**config.mk**
```make
export PLATFORM = sky130hd
export DESIGN_NAME = vrc_irq_timer
export DESIGN_NICKNAME = d
export VERILOG_FILES = /design/src/rtl/vrc_irq_timer.sv
export SDC_FILE = /design/constraint.sdc
export NUM_CORES = 1
export LEC_CHECK = 0
export CORE_MARGIN = 2
export CORE_UTILIZATION = 49
export DETAILED_ROUTE_END_ITERATION = 6
export DONT_BUFFER_PORTS = 1
export GPL_TIMING_DRIVEN = 0
export HOLD_SLACK_MARGIN = 0.02
export PLACE_DENSITY = 0.66
export REMOVE_ABC_BUFFERS = 1
export SYNTH_ARGS = -nofsm -noshare
export SYNTH_HDL_FRONTEND = slang
export SYNTH_SLANG_ARGS = --single-unit
```
**constraint.sdc**
```tcl
create_clock -name m2 -period 2.3 [get_ports m2]
set_input_delay 0.23 -clock m2 [delete_from_list [all_inputs] [get_ports m2]]
set_output_delay 0.23 -clock m2 [all_outputs]
set_load 0.05 [all_outputs]
```
**src/rtl/vrc_irq_timer.sv**
```systemverilog
// VRC4/VRC6 IRQ counter with scanline prescaler and save-state access; all state updates on negedge m2.
// Latency: irq is registered, so it changes one m2 falling edge after its cause. Backpressure: none (CPU bus slave).
module vrc_irq_timer #(
  parameter logic [15:0] REG_BASE = 16'hF000,
  parameter int          PRE_LOAD = 341,
  parameter int          PRE_STEP = 3,
  parameter logic [7:0]  SST_BASE = 8'd32
) (
  input  logic        m2,
  input  logic        map_rst,
  input  logic        cpu_rw,
  input  logic [15:0] reg_addr,
  input  logic [7:0]  cpu_data,
  input  logic        sst_act,
  input  logic        sst_we,
  input  logic [7:0]  sst_addr,
  input  logic [7:0]  sst_dato,
  output logic        irq,
  output logic [7:0]  ss_dout
);

  localparam logic [8:0] PRE_LD   = 9'(PRE_LOAD);
  localparam logic [8:0] PRE_ST   = 9'(PRE_STEP);
  localparam logic [8:0] PRE_WRAP = 9'(PRE_LOAD - PRE_STEP);

  logic [7:0] latch;
  logic [7:0] cnt;
  logic [8:0] pre;
  logic       ctl_a, ctl_e, ctl_m, irq_pend;

  logic       wr_lo, wr_hi, wr_ctl, wr_ack;
  logic       tick;
  logic [8:0] pre_nxt;
  logic [7:0] sst_idx;

  assign wr_lo   = !cpu_rw && (reg_addr == REG_BASE);
  assign wr_hi   = !cpu_rw && (reg_addr == REG_BASE + 16'd1);
  assign wr_ctl  = !cpu_rw && (reg_addr == REG_BASE + 16'd2);
  assign wr_ack  = !cpu_rw && (reg_addr == REG_BASE + 16'd3);
  assign sst_idx = sst_addr - SST_BASE;
  assign irq     = irq_pend;

  // Cycle mode ticks every edge and leaves the prescaler alone.
  always_comb begin
    tick    = 1'b0;
    pre_nxt = pre;
    if (ctl_m) begin
      tick = 1'b1;
    end else if (pre < PRE_ST) begin
      tick    = 1'b1;
      pre_nxt = pre + PRE_WRAP;
    end else begin
      pre_nxt = pre - PRE_ST;
    end
  end

  always_ff @(negedge m2) begin
    if (sst_act) begin
      if (sst_we) begin
        case (sst_idx)
          8'd0: latch <= sst_dato;
          8'd1: cnt   <= sst_dato;
          8'd2: begin
            ctl_a    <= sst_dato[0];
            ctl_e    <= sst_dato[1];
            ctl_m    <= sst_dato[2];
            irq_pend <= sst_dato[3];
          end
          8'd3: pre[7:0] <= sst_dato;
          8'd4: pre[8]   <= sst_dato[0];
          default: ;
        endcase
      end
    end else if (map_rst) begin
      latch    <= 8'h00;
      cnt      <= 8'h00;
      pre      <= PRE_LD;
      ctl_a    <= 1'b0;
      ctl_e    <= 1'b0;
      ctl_m    <= 1'b0;
      irq_pend <= 1'b0;
    end else begin
      if (wr_lo) latch[3:0] <= cpu_data[3:0];
      if (wr_hi) latch[7:4] <= cpu_data[3:0];
      // Control and ack writes pre-empt any tick on the same edge; reloads see the old latch.
      if (wr_ctl) begin
        ctl_a    <= cpu_data[0];
        ctl_e    <= cpu_data[1];
        ctl_m    <= cpu_data[2];
        irq_pend <= 1'b0;
        pre      <= PRE_LD;
        if (cpu_data[1]) cnt <= latch;
      end else if (wr_ack) begin
        ctl_e    <= ctl_a;
        irq_pend <= 1'b0;
      end else if (ctl_e) begin
        pre <= pre_nxt;
        if (tick) begin
          if (cnt == 8'hFF) begin
            cnt      <= latch;
            irq_pend <= 1'b1;
          end else begin
            cnt <= cnt + 8'd1;
          end
        end
      end
    end
  end

  always_comb begin
    ss_dout = 8'hFF;
    case (sst_idx)
      8'd0:    ss_dout = latch;
      8'd1:    ss_dout = cnt;
      8'd2:    ss_dout = {4'b0000, irq_pend, ctl_m, ctl_e, ctl_a};
      8'd3:    ss_dout = pre[7:0];
      8'd4:    ss_dout = {7'b0000000, pre[8]};
      default: ss_dout = 8'hFF;
    endcase
  end

endmodule

```
# ---- After elaboration in Yosys (flattened, before gate mapping)
# Cells that the tools add are included.
dict set report op_classes {
  n_addsub 4
  n_lt_le_gt_ge 1
  eq_ne 18
  muxes 54
  n_reduce_logical 23
}
# cell count
set op_table {}
lappend op_table {{two-way mux 8 bit} 15}
lappend op_table {{two-way mux 9 bit} 8}
lappend op_table {{== test 16 bit (second input constant)} 4}
lappend op_table {{case mux 8 bit (5 select lines)} 1}
lappend op_table {{two-way mux 1 bit} 28}
lappend op_table {{== test 8 x 2 -> 1 bit (second input constant)} 2}
lappend op_table {{AND reduction 5 bit} 3}
lappend op_table {{nonzero test 5 bit} 3}
lappend op_table {{!= test 2 x 1 -> 1 bit (second input constant)} 6}
lappend op_table {{AND reduction 3 bit} 4}
lappend op_table {{nonzero test 4 bit} 3}
lappend op_table {{adder 9 bit (second input constant)} 1}
lappend op_table {{less-than comparator 9 x 2 -> 1 bit (second input constant)} 1}
lappend op_table {{nonzero test 3 bit} 3}
lappend op_table {{subtractor 9 x 2 -> 9 bit (second input constant)} 1}
lappend op_table {{adder 8 x 1 -> 8 bit (second input constant)} 1}
lappend op_table {{== test 8 x 1 -> 1 bit (second input constant)} 1}
lappend op_table {{== test 8 x 3 -> 1 bit (second input constant)} 1}
lappend op_table {{== test 8 bit (second input constant)} 1}
lappend op_table {{logical NOT 8 bit} 1}
lappend op_table {{two-way mux 4 bit} 2}
lappend op_table {{!= test 4 bit (second input constant)} 2}
lappend op_table {{subtractor 8 x 6 -> 8 bit (second input constant)} 1}
lappend op_table {{AND reduction 6 bit} 1}
lappend op_table {{other kinds (3)} 6}
dict set report word_totals {
  ff_bits 29
  in_bits 45
  out_inout_bits 9
  wordCells 109
}

# ---- Longest topological paths before layout
# Gate-level depths: netlist (run 1).
dict set report logic_depth {
  word_depth 9
  ltp_mapped 8
  depth_no_buf 7
}

==> results of run 1 <==
==> power by group through the flow <==
stage	Clock, mW	Combinational (mW)	Sequential, mW
floorplan	0.0783	0.157	0.683
global placement	0.0783	0.193	0.697
detailed placement	0.0783	0.197	0.698
CTS	0.609	0.300	0.685
global route	0.662	0.350	0.690
finish	0.587	0.321	0.687
==> cell type report <==
cell class / instances / area [sq um] / share of cell area [%]
Clock inverter: 31 / 118 / 3.72
Tap cell: 52 / 65.1 / 2.06
Clock buffer: 5 / 68.8 / 2.18
Timing Repair Buffer: 38 / 347 / 11.0
Multi-Input combinational cell: 197 / 1630 / 51.4
Inverter: 14 / 67.6 / 2.14
Sequential cell: 29 / 871 / 27.5
==> what timing repair did <==
item / in CTS / in global routing
endpoints found under the setup margin: 67 / 57
gates resized for setup: 94 / 15
setup buffers: 31 / 9
pin swaps: 44 / 32
==> routing by layer <==
metal	up-vias	wire length, um
met3	18	600
met2	106	3420
met1	1095	2810
met5	-	0
li1	1084	-
met4	0	176
==> cells in the final DEF (no fill, tap or decap), types with 4 or more instances in the layout <==
cell type and count:
o31ai_1 4, buf_4 25, nor2_4 4, o211ai_1 11
nor2b_1 5, ha_1 4, nand3_4 4, nand4_1 6
o22ai_1 4, o21a_1 8, buf_6 11, nor2_1 10
a21oi_1 8, edfxtp_1 29, o21ai_2 4, inv_1 39
o22ai_2 4, a21oi_2 9, nor3_1 5, nand3_1 10
mux2i_1 5, nand2_1 25, xnor2_1 6, clkbuf_8 5
==> synthesized netlist by cell type (all sizes together) (5+ instances only) <==
library cell | number | area share, %
ha | 5 | 2.8
nor2 | 17 | 2.9
o21a | 10 | 3.4
nand3 | 16 | 3.6
a21oi | 18 | 4.0
nand4 | 6 | 1.7
o211ai | 11 | 3.7
o22ai | 8 | 2.2
o31ai | 6 | 2.2
clkbuf | 13 | 2.7
edfxtp | 29 | 39
o21ai | 8 | 1.8
inv | 15 | 2.5
nor2b | 5 | 1.4
xnor2 | 6 | 2.4
nor3 | 9 | 2.2
nand2 | 28 | 4.7
mux2i | 5 | 2.2
==> logic make-up (layout without fill, tap and decap cells) <==
group	count (synthesis)	count (layout)	synth area share, %
and+or+nand+nor	102	102	23.7
AOI/OAI and AO/OA	76	76	22.6
buffers and inverters	31	88	6.10
DFF	29	29	38.9
xor gates and xnor gates	8	8	3.13
muxes	6	6	2.74
adders and majority gates	5	5	2.80
==> flip-flops by register name, summed over array words and instances (netlist names) <==
register,count
irq,1
cnt,8
ctl_m,1
pre,9
latch,8
ctl_a,1
ctl_e,1
==> worst register-to-register path: stages, from the launching register on <==
cell,delay [ns]
edfxtp_1,0.36
buf_4,0.15
inv_1,0.07
ha_1,0.20
a2111o_1,0.47
nand2b_1,0.27
a21boi_1,0.25
mux2i_1,0.13
a22oi_2,0.20
buf_12,0.16
==> stage by stage <==
step	power [mW]	worst slack (ns)
2_1_floorplan	0.918	-1.49
3_3_place_gp	0.968	-2.16
3_5_place_dp	0.973	-1.69
4_1_cts	1.59	-1.10
5_1_grt	1.70	-1.12
6_report	1.59	-1.09
==> worst paths after layout <==
check / startpoint / slack [ns] / cells after the start / to
worst max-delay path: irq$_DFFE_NP_ / -1.09 / 2 / ss_dout[3]
worst min-delay path: latch[2]$_DFFE_NP_ / 0.65 / 2 / cnt[2]$_DFFE_NP_
worst max register to register: pre[2]$_DFFE_NP_ / -0.24 / 9 / cnt[5]$_DFFE_NP_
worst min register to register: latch[2]$_DFFE_NP_ / 0.65 / 2 / cnt[2]$_DFFE_NP_
==> results.sh, run 1 <==
export IMPL_intPower_mw=1.06
export IMPL_seqPwrFrac_pct=43.1
export IMPL_slew_headroom_pct=28.1
export IMPL_leakagePower_nw=1.24
export IMPL_nFillCells=354
export IMPL_ys_ff_latch=29
export IMPL_drtIter0Drc=179
export IMPL_ys_seq_area_share_pct=38.9
export IMPL_synth_main_ff_cell="edfxtp_1"
export IMPL_ir_drop_v=0.000382
export IMPL_setup_viol=57
export IMPL_drc=0
export IMPL_fin_nets=364
export IMPL_grt_pass1_wl_um=11100
export IMPL_fin_skew_ns=0.0219
export IMPL_cpMaxStageDelayCell="o211ai_1"
export IMPL_stdcell_count=366
export IMPL_via_per_inst=6.29
export IMPL_die_area_sq_um=5120
export IMPL_ctsHoldBuffers=0
export IMPL_critPathLaunchType="flop"
export IMPL_antenna_cells=0
export IMPL_tightest_slew_ns=1.07
export IMPL_port_buffer_count=0
export IMPL_p_clk_share_pct=36.8
export IMPL_cts_tree="yes"
export IMPL_place_inst=293
export IMPL_clk_path_buf_depth=2
export IMPL_required_ns=2.07
export IMPL_use_met2_pct=47.2
export IMPL_postRouteAntennaNets=0
export IMPL_yosysWarnings=0
export IMPL_wl_um=7000
export IMPL_synth_cell_types=50
export IMPL_cts_sinks=29
export IMPL_overflow=0
export IMPL_cp_top_family="compound AO/OA/AOI/OAI gates"
export IMPL_dr_total_vias=2303
export IMPL_pin_count=54
export IMPL_start_util_pct=51.0
export IMPL_final_core_util_pct=72.1
export IMPL_hpwl_um=4400
export IMPL_post_drt_wl_per_cell_um=19.1
export IMPL_grt_setup_unrepaired="yes"
export IMPL_netlist_area_sq_um=2240
export IMPL_crit_buf_inv=0
export IMPL_critPathMaxStageDelay_ns=0.87
export IMPL_place_area_sq_um=2230
export IMPL_finalHoldViolCount=0
export IMPL_numCtsBuffers=5
export IMPL_status="complete, but fails checks"
export IMPL_setup_ws_ns=-1.09
export IMPL_drive_gt1_share_pct=35.7
export IMPL_avgSynthCellArea_sq_um=8.70
export IMPL_antenna_found_initial=0
export IMPL_grt_use_met3_pct=9.28
export IMPL_postSynthCellCount=257
export IMPL_tns_ns=-25.74
export IMPL_drtPass1Iterations=5
export IMPL_grt_busiest_layer="met2"
export IMPL_maxCapViolations=0
export IMPL_maxSlewViolCount=0
export IMPL_grt_met1_usage_pct=34.0
export IMPL_worst_ep_arrival_time_ns=3.16
export IMPL_core_area_sq_um=4380
export IMPL_syn2layout_area_growth_pct=41.4
export IMPL_async_flop_share_pct=0
export IMPL_critical_path_class="reg2out"
export IMPL_synth_edf_count=29
export IMPL_combinationalPowerShare_pct=20.1
export IMPL_cts_max_level=2
export IMPL_cp_max_fo=2
export IMPL_p_per_area_nw_per_um2=504
export IMPL_grt_max_degree=28
export IMPL_switching_power_uw=533
export IMPL_crit_path_cell_trace="mux2i_1, o211ai_1"
export IMPL_fp_row_count=24
export IMPL_p_sw_share_pct=33.4
export IMPL_final_area_sq_um=3160
export IMPL_crit_path_end_kind="primary output"
export IMPL_gp_congestion=0.836
export IMPL_track_usage_pct=28.5
export IMPL_clkTransAtPathRegs_ns=0.03
export IMPL_hold_path_class="reg2reg"
export IMPL_failed_checks="setup timing"
export IMPL_insertion_delay_ns=0.35
export IMPL_grt_pass1_vias=2328
export IMPL_die_y_um=71.6
export IMPL_die_w_um=71.6
export IMPL_whs_ns=0.645
export IMPL_root_buffer="clkbuf_8"
(Power assumes the default switching activity.)
==> run 2, diff against run 1 <==
- CORE_MARGIN: 2 -> unset
- PLACE_DENSITY: 0.66 -> unset
- SKIP_LAST_GASP: unset -> 1
- clock period: 2.3 -> 3.8 ns (I/O delays scaled with it)
==> results.sh, run 2 (same netlist as run 1, synthesis figures left out) <==
export IMPL_top_register="pre"
export IMPL_track_usage_pct=29.2
export IMPL_largest_register_ffs=9
export IMPL_drive_gt1_share_pct=17.1
export IMPL_stdcell_count=350
export IMPL_failed_checks="setup timing"
export IMPL_nFillCells=407
export IMPL_slew_headroom_pct=28.0
export IMPL_root_buffer="clkbuf_8"
export IMPL_via_per_inst=6.34
export IMPL_final_core_util_pct=61.8
export IMPL_clkTransAtPathRegs_ns=0.03
export IMPL_place_inst=293
export IMPL_fp_row_count=24
export IMPL_final_area_sq_um=2710
export IMPL_cts_tree="yes"
export IMPL_p_per_area_nw_per_um2=340
export IMPL_critical_path_class="reg2out"
export IMPL_cp_max_fo=2
export IMPL_pin_count=54
export IMPL_die_y_um=69.6
export IMPL_maxSlewViolCount=0
export IMPL_tightest_slew_ns=1.08
export IMPL_die_w_um=69.6
export IMPL_syn2layout_area_growth_pct=21.2
export IMPL_postRouteAntennaNets=0
export IMPL_critPathLaunchType="flop"
export IMPL_cts_max_level=2
export IMPL_numCtsBuffers=5
export IMPL_setup_viol=6
export IMPL_hold_path_class="reg2reg"
export IMPL_place_area_sq_um=2230
export IMPL_post_drt_wl_per_cell_um=18.9
export IMPL_insertion_delay_ns=0.35
export IMPL_drc=0
export IMPL_fin_skew_ns=0.0165
export IMPL_ir_drop_v=0.000273
export IMPL_fin_nets=348
export IMPL_grt_max_degree=28
export IMPL_antenna_found_initial=0
export IMPL_setup_ws_ns=-0.477
export IMPL_status="complete, but fails checks"
export IMPL_grt_setup_unrepaired="yes"
export IMPL_drtPass1Iterations=5
export IMPL_required_ns=3.42
export IMPL_leakagePower_nw=1.08
export IMPL_cts_sinks=29
export IMPL_dr_total_vias=2220
export IMPL_overflow=0
export IMPL_crit_path_end_kind="primary output"
export IMPL_regArea_sq_um=871
export IMPL_wl_um=6600
export IMPL_core_area_sq_um=4380
export IMPL_port_buffer_count=0
export IMPL_reg_top3="pre (9), cnt (8), latch (8)"
export IMPL_multi_input_area_sq_um=1360
export IMPL_start_util_pct=51.0
export IMPL_worst_ep_arrival_time_ns=3.90
export IMPL_clk_path_buf_depth=2
export IMPL_gp_congestion=0.810
export IMPL_die_area_sq_um=4840
export IMPL_maxCapViolations=0
export IMPL_drtIter0Drc=213
export IMPL_final_common_cell="inv_1"
export IMPL_antenna_cells=0
export IMPL_grt_pass1_wl_um=10800
export IMPL_final_cell_mix="inv_1, edfxtp_1, nand2_1"
export IMPL_ctsHoldBuffers=0
export IMPL_hpwl_um=4450
export IMPL_finalHoldViolCount=0
export IMPL_grt_pass1_vias=2302
export IMPL_place_ws_ns=-1.13
## run 2: changes by cell type in the layout (fill, tap and decap cells not counted), sizes merged
cell  delta
buf     -16
## run 2: cell type report
class | count | area share (%)
inverters | 14 | 1.94
clock buffers | 5 | 2.54
well taps | 52 | 2.40
clock inverters | 31 | 4.34
flip-flops and latches | 29 | 32.1
repair buffers | 22 | 6.56
multi-input cells | 197 | 50.1
## run 2: path summary, 6_finish.rpt
| kind | depth (start not counted) | end | startpoint | slack [ns] |
|---|---|---|---|---|
| hold / removal | 2 | cnt[1]$_DFFE_NP_ | latch[1]$_DFFE_NP_ | 0.63 |
| hold reg to reg | 2 | cnt[1]$_DFFE_NP_ | latch[1]$_DFFE_NP_ | 0.63 |
| setup reg to reg | 9 | cnt[6]$_DFFE_NP_ | pre[1]$_DFFE_NP_ | 1.11 |
| setup / recovery | 2 | ss_dout[3] | irq$_DFFE_NP_ | -0.48 |
## run 2: report_power, final
part,internal (mW),switching [mW]
Combinational,0.0678,0.0859
Sequential,0.389,0.0260
Clock,0.161,0.190
## run 2: critical path, cell delays in order, from the launching register on
cell	delay, ns
edfxtp_1	0.64
mux2i_1	0.16
o211ai_1	0.86
## run 2: metrics by stage
| stage | hold WS, ns | TNS, ns | power (mW) |
|---|---|---|---|
| after floorplan | 0.567 | -23.61 | 0.556 |
| after global placement | 0.623 | -51.83 | 0.588 |
| after detailed placement | 0.628 | -39.68 | 0.590 |
| after CTS | 0.639 | -0.759 | 0.925 |
| after global routing | 0.681 | -1.27 | 0.986 |
| final | 0.634 | -0.708 | 0.921 |
## run 2: per-layer routing
metal  vias up  share of wire (%)  wire length [um]  global-route usage (%)
met5         -                  0                 0                       0
met4         0                1.4                95                    13.2
met1      1061                 43              2860                    37.3
li1       1050                  -                 -                       -
met3         9                7.9               521                    10.8
met2       100                 47              3120                    44.0
## run 2: repair_timing
action | in CTS | in global routing
pin swaps | 8 | 7
resized for setup | 19 | 4
buffers inserted | 12 | 10
setup endpoints to repair | 54 | 25
==> run 3, diff against run 2 <==
- CAP_MARGIN: unset -> 5
- RECOVER_POWER: unset -> 25
==> results.sh, run 3 (same netlist as run 1, synthesis figures left out) <==
export IMPL_tns_ns=-1.82
export IMPL_intPower_uw=618
export IMPL_critPathLaunchType="flop"
export IMPL_start_util_pct=51.0
export IMPL_maxCapViolations=0
export IMPL_grt_max_degree=28
export IMPL_p_clk_share_pct=38.2
export IMPL_finalHoldViolCount=0
export IMPL_overflow=0
export IMPL_status="complete, but fails checks"
export IMPL_die_y_um=69.6
export IMPL_grt_setup_unrepaired="yes"
export IMPL_grt_pass1_wl_um=10600
export IMPL_fp_row_count=24
export IMPL_root_buffer="clkbuf_8"
export IMPL_drc=0
export IMPL_die_w_um=69.6
export IMPL_top_register="pre"
export IMPL_clk_path_buf_depth=2
export IMPL_largest_register_ffs=9
export IMPL_maxSlewViolCount=0
export IMPL_place_ws_ns=-1.13
export IMPL_combinationalPowerShare_pct=16.7
export IMPL_crit_path_cell_trace="mux2i_1, o211ai_1"
export IMPL_multi_input_area_sq_um=1360
export IMPL_switching_power_uw=303
export IMPL_drtPass1Iterations=4
export IMPL_hpwl_um=4510
export IMPL_wl_um=6650
export IMPL_cts_sinks=29
export IMPL_worst_ep_arrival_time_ns=3.90
export IMPL_cp_max_fo=2
export IMPL_via_per_inst=6.25
export IMPL_core_area_sq_um=4380
export IMPL_drtIter0Drc=200
export IMPL_fin_skew_ns=0.0160
export IMPL_track_usage_pct=28.8
export IMPL_crit_path_end_kind="primary output"
export IMPL_reg_top3="pre (9), cnt (8), latch (8)"
export IMPL_final_cell_mix="inv_1, edfxtp_1, nand2_1"
export IMPL_p_total_uw=921
export IMPL_whs_ns=0.640
export IMPL_crit_buf_inv=0
export IMPL_gp_congestion=0.810
export IMPL_postRouteAntennaNets=0
export IMPL_setup_viol=16
export IMPL_path_depth=2
export IMPL_leakagePower_nw=1.08
export IMPL_p_per_area_nw_per_um2=340
export IMPL_antenna_cells=0
export IMPL_ir_drop_v=0.000233
export IMPL_hold_path_class="reg2reg"
export IMPL_antenna_found_initial=0
export IMPL_regArea_sq_um=871
export IMPL_slew_headroom_pct=7.62
export IMPL_die_area_sq_um=4840
export IMPL_final_core_util_pct=61.7
export IMPL_min_path_cells=2
export IMPL_critPathMaxStageDelay_ns=0.86
export IMPL_seqPwrFrac_pct=45.1
export IMPL_dr_total_vias=2176
export IMPL_clkTransAtPathRegs_ns=0.03
export IMPL_tightest_slew_ns=1.38
export IMPL_critical_path_class="reg2out"
export IMPL_insertion_delay_ns=0.35
export IMPL_setup_ws_ns=-0.476
export IMPL_port_buffer_count=0
export IMPL_cts_max_level=2
export IMPL_required_ns=3.42
export IMPL_r2r_cells=9
export IMPL_fin_nets=346
export IMPL_numCtsBuffers=5
export IMPL_nFillCells=404
export IMPL_cts_tree="yes"
export IMPL_ctsHoldBuffers=0
export IMPL_p_sw_share_pct=32.9
export IMPL_drive_gt1_share_pct=17.2
export IMPL_syn2layout_area_growth_pct=21.0
export IMPL_grt_pass1_vias=2183
export IMPL_post_drt_wl_per_cell_um=19.1
export IMPL_pin_count=54
export IMPL_final_common_cell="inv_1"
export IMPL_cpMaxStageDelayCell="o211ai_1"
export IMPL_cp_top_family="compound AO/OA/AOI/OAI gates"
export IMPL_failed_checks="setup timing"
==> run 3: area by class of cell <==
cell class / instances / share of cell area [%]
Timing Repair Buffer: 20 / 6.29
Tap cell: 52 / 2.40
Sequential cell: 29 / 32.2
Clock inverter: 31 / 4.35
Multi-Input combinational cell: 197 / 50.3
Inverter: 14 / 1.94
Clock buffer: 5 / 2.54
==> run 3: timing repair <==
action | CTS | global route
endpoints found under the setup margin | 53 | 35
resized for setup | 21 | 6
setup buffers | 11 | 8
endpoints found under the hold margin | 0 | 0
pin swaps | 7 | 6
==> run 3: worst reg2reg max path: cells and delay by family (launching register included) <==
kind                       cells  cell delay, ns
buffers and inverters          3            0.45
adders and majority gates      1            0.20
AOI/OAI and AO/OA              3            0.99
muxes                          1            0.14
DFF                            1            0.38
and+or+nand+nor                1            0.26
==> run 3: layer usage <==
metal	wire (um)	global-route usage, %
met5	0	0
met4	50	9.98
met3	546	9.01
met2	3230	45.8
met1	2830	36.9
==> run 3: power groups by stage <==
stage / clock, mW / combinational (mW) / sequential, mW
global route: 0.397 / 0.169 / 0.418
floorplan: 0.0474 / 0.0953 / 0.413
global placement: 0.0474 / 0.118 / 0.422
CTS: 0.365 / 0.143 / 0.415
detailed placement: 0.0474 / 0.121 / 0.422
finish: 0.352 / 0.154 / 0.415
==> run 3: metrics by stage <==
stage | cell area [sq um] | cells
finish | 2710 | 348
global route | 2710 | 348
floorplan | 2160 | 241
detailed placement | 2230 | 294
global placement | 2220 | 293
CTS | 2600 | 340
==> run 3: final timing paths <==
path                      startpoint               end  slack [ns]
setup / recovery       irq$_DFFE_NP_        ss_dout[3]       -0.48
hold / removal    latch[4]$_DFFE_NP_  cnt[4]$_DFFE_NP_        0.64
hold reg to reg   latch[4]$_DFFE_NP_  cnt[4]$_DFFE_NP_        0.64
setup reg to reg    pre[1]$_DFFE_NP_  cnt[6]$_DFFE_NP_        1.10
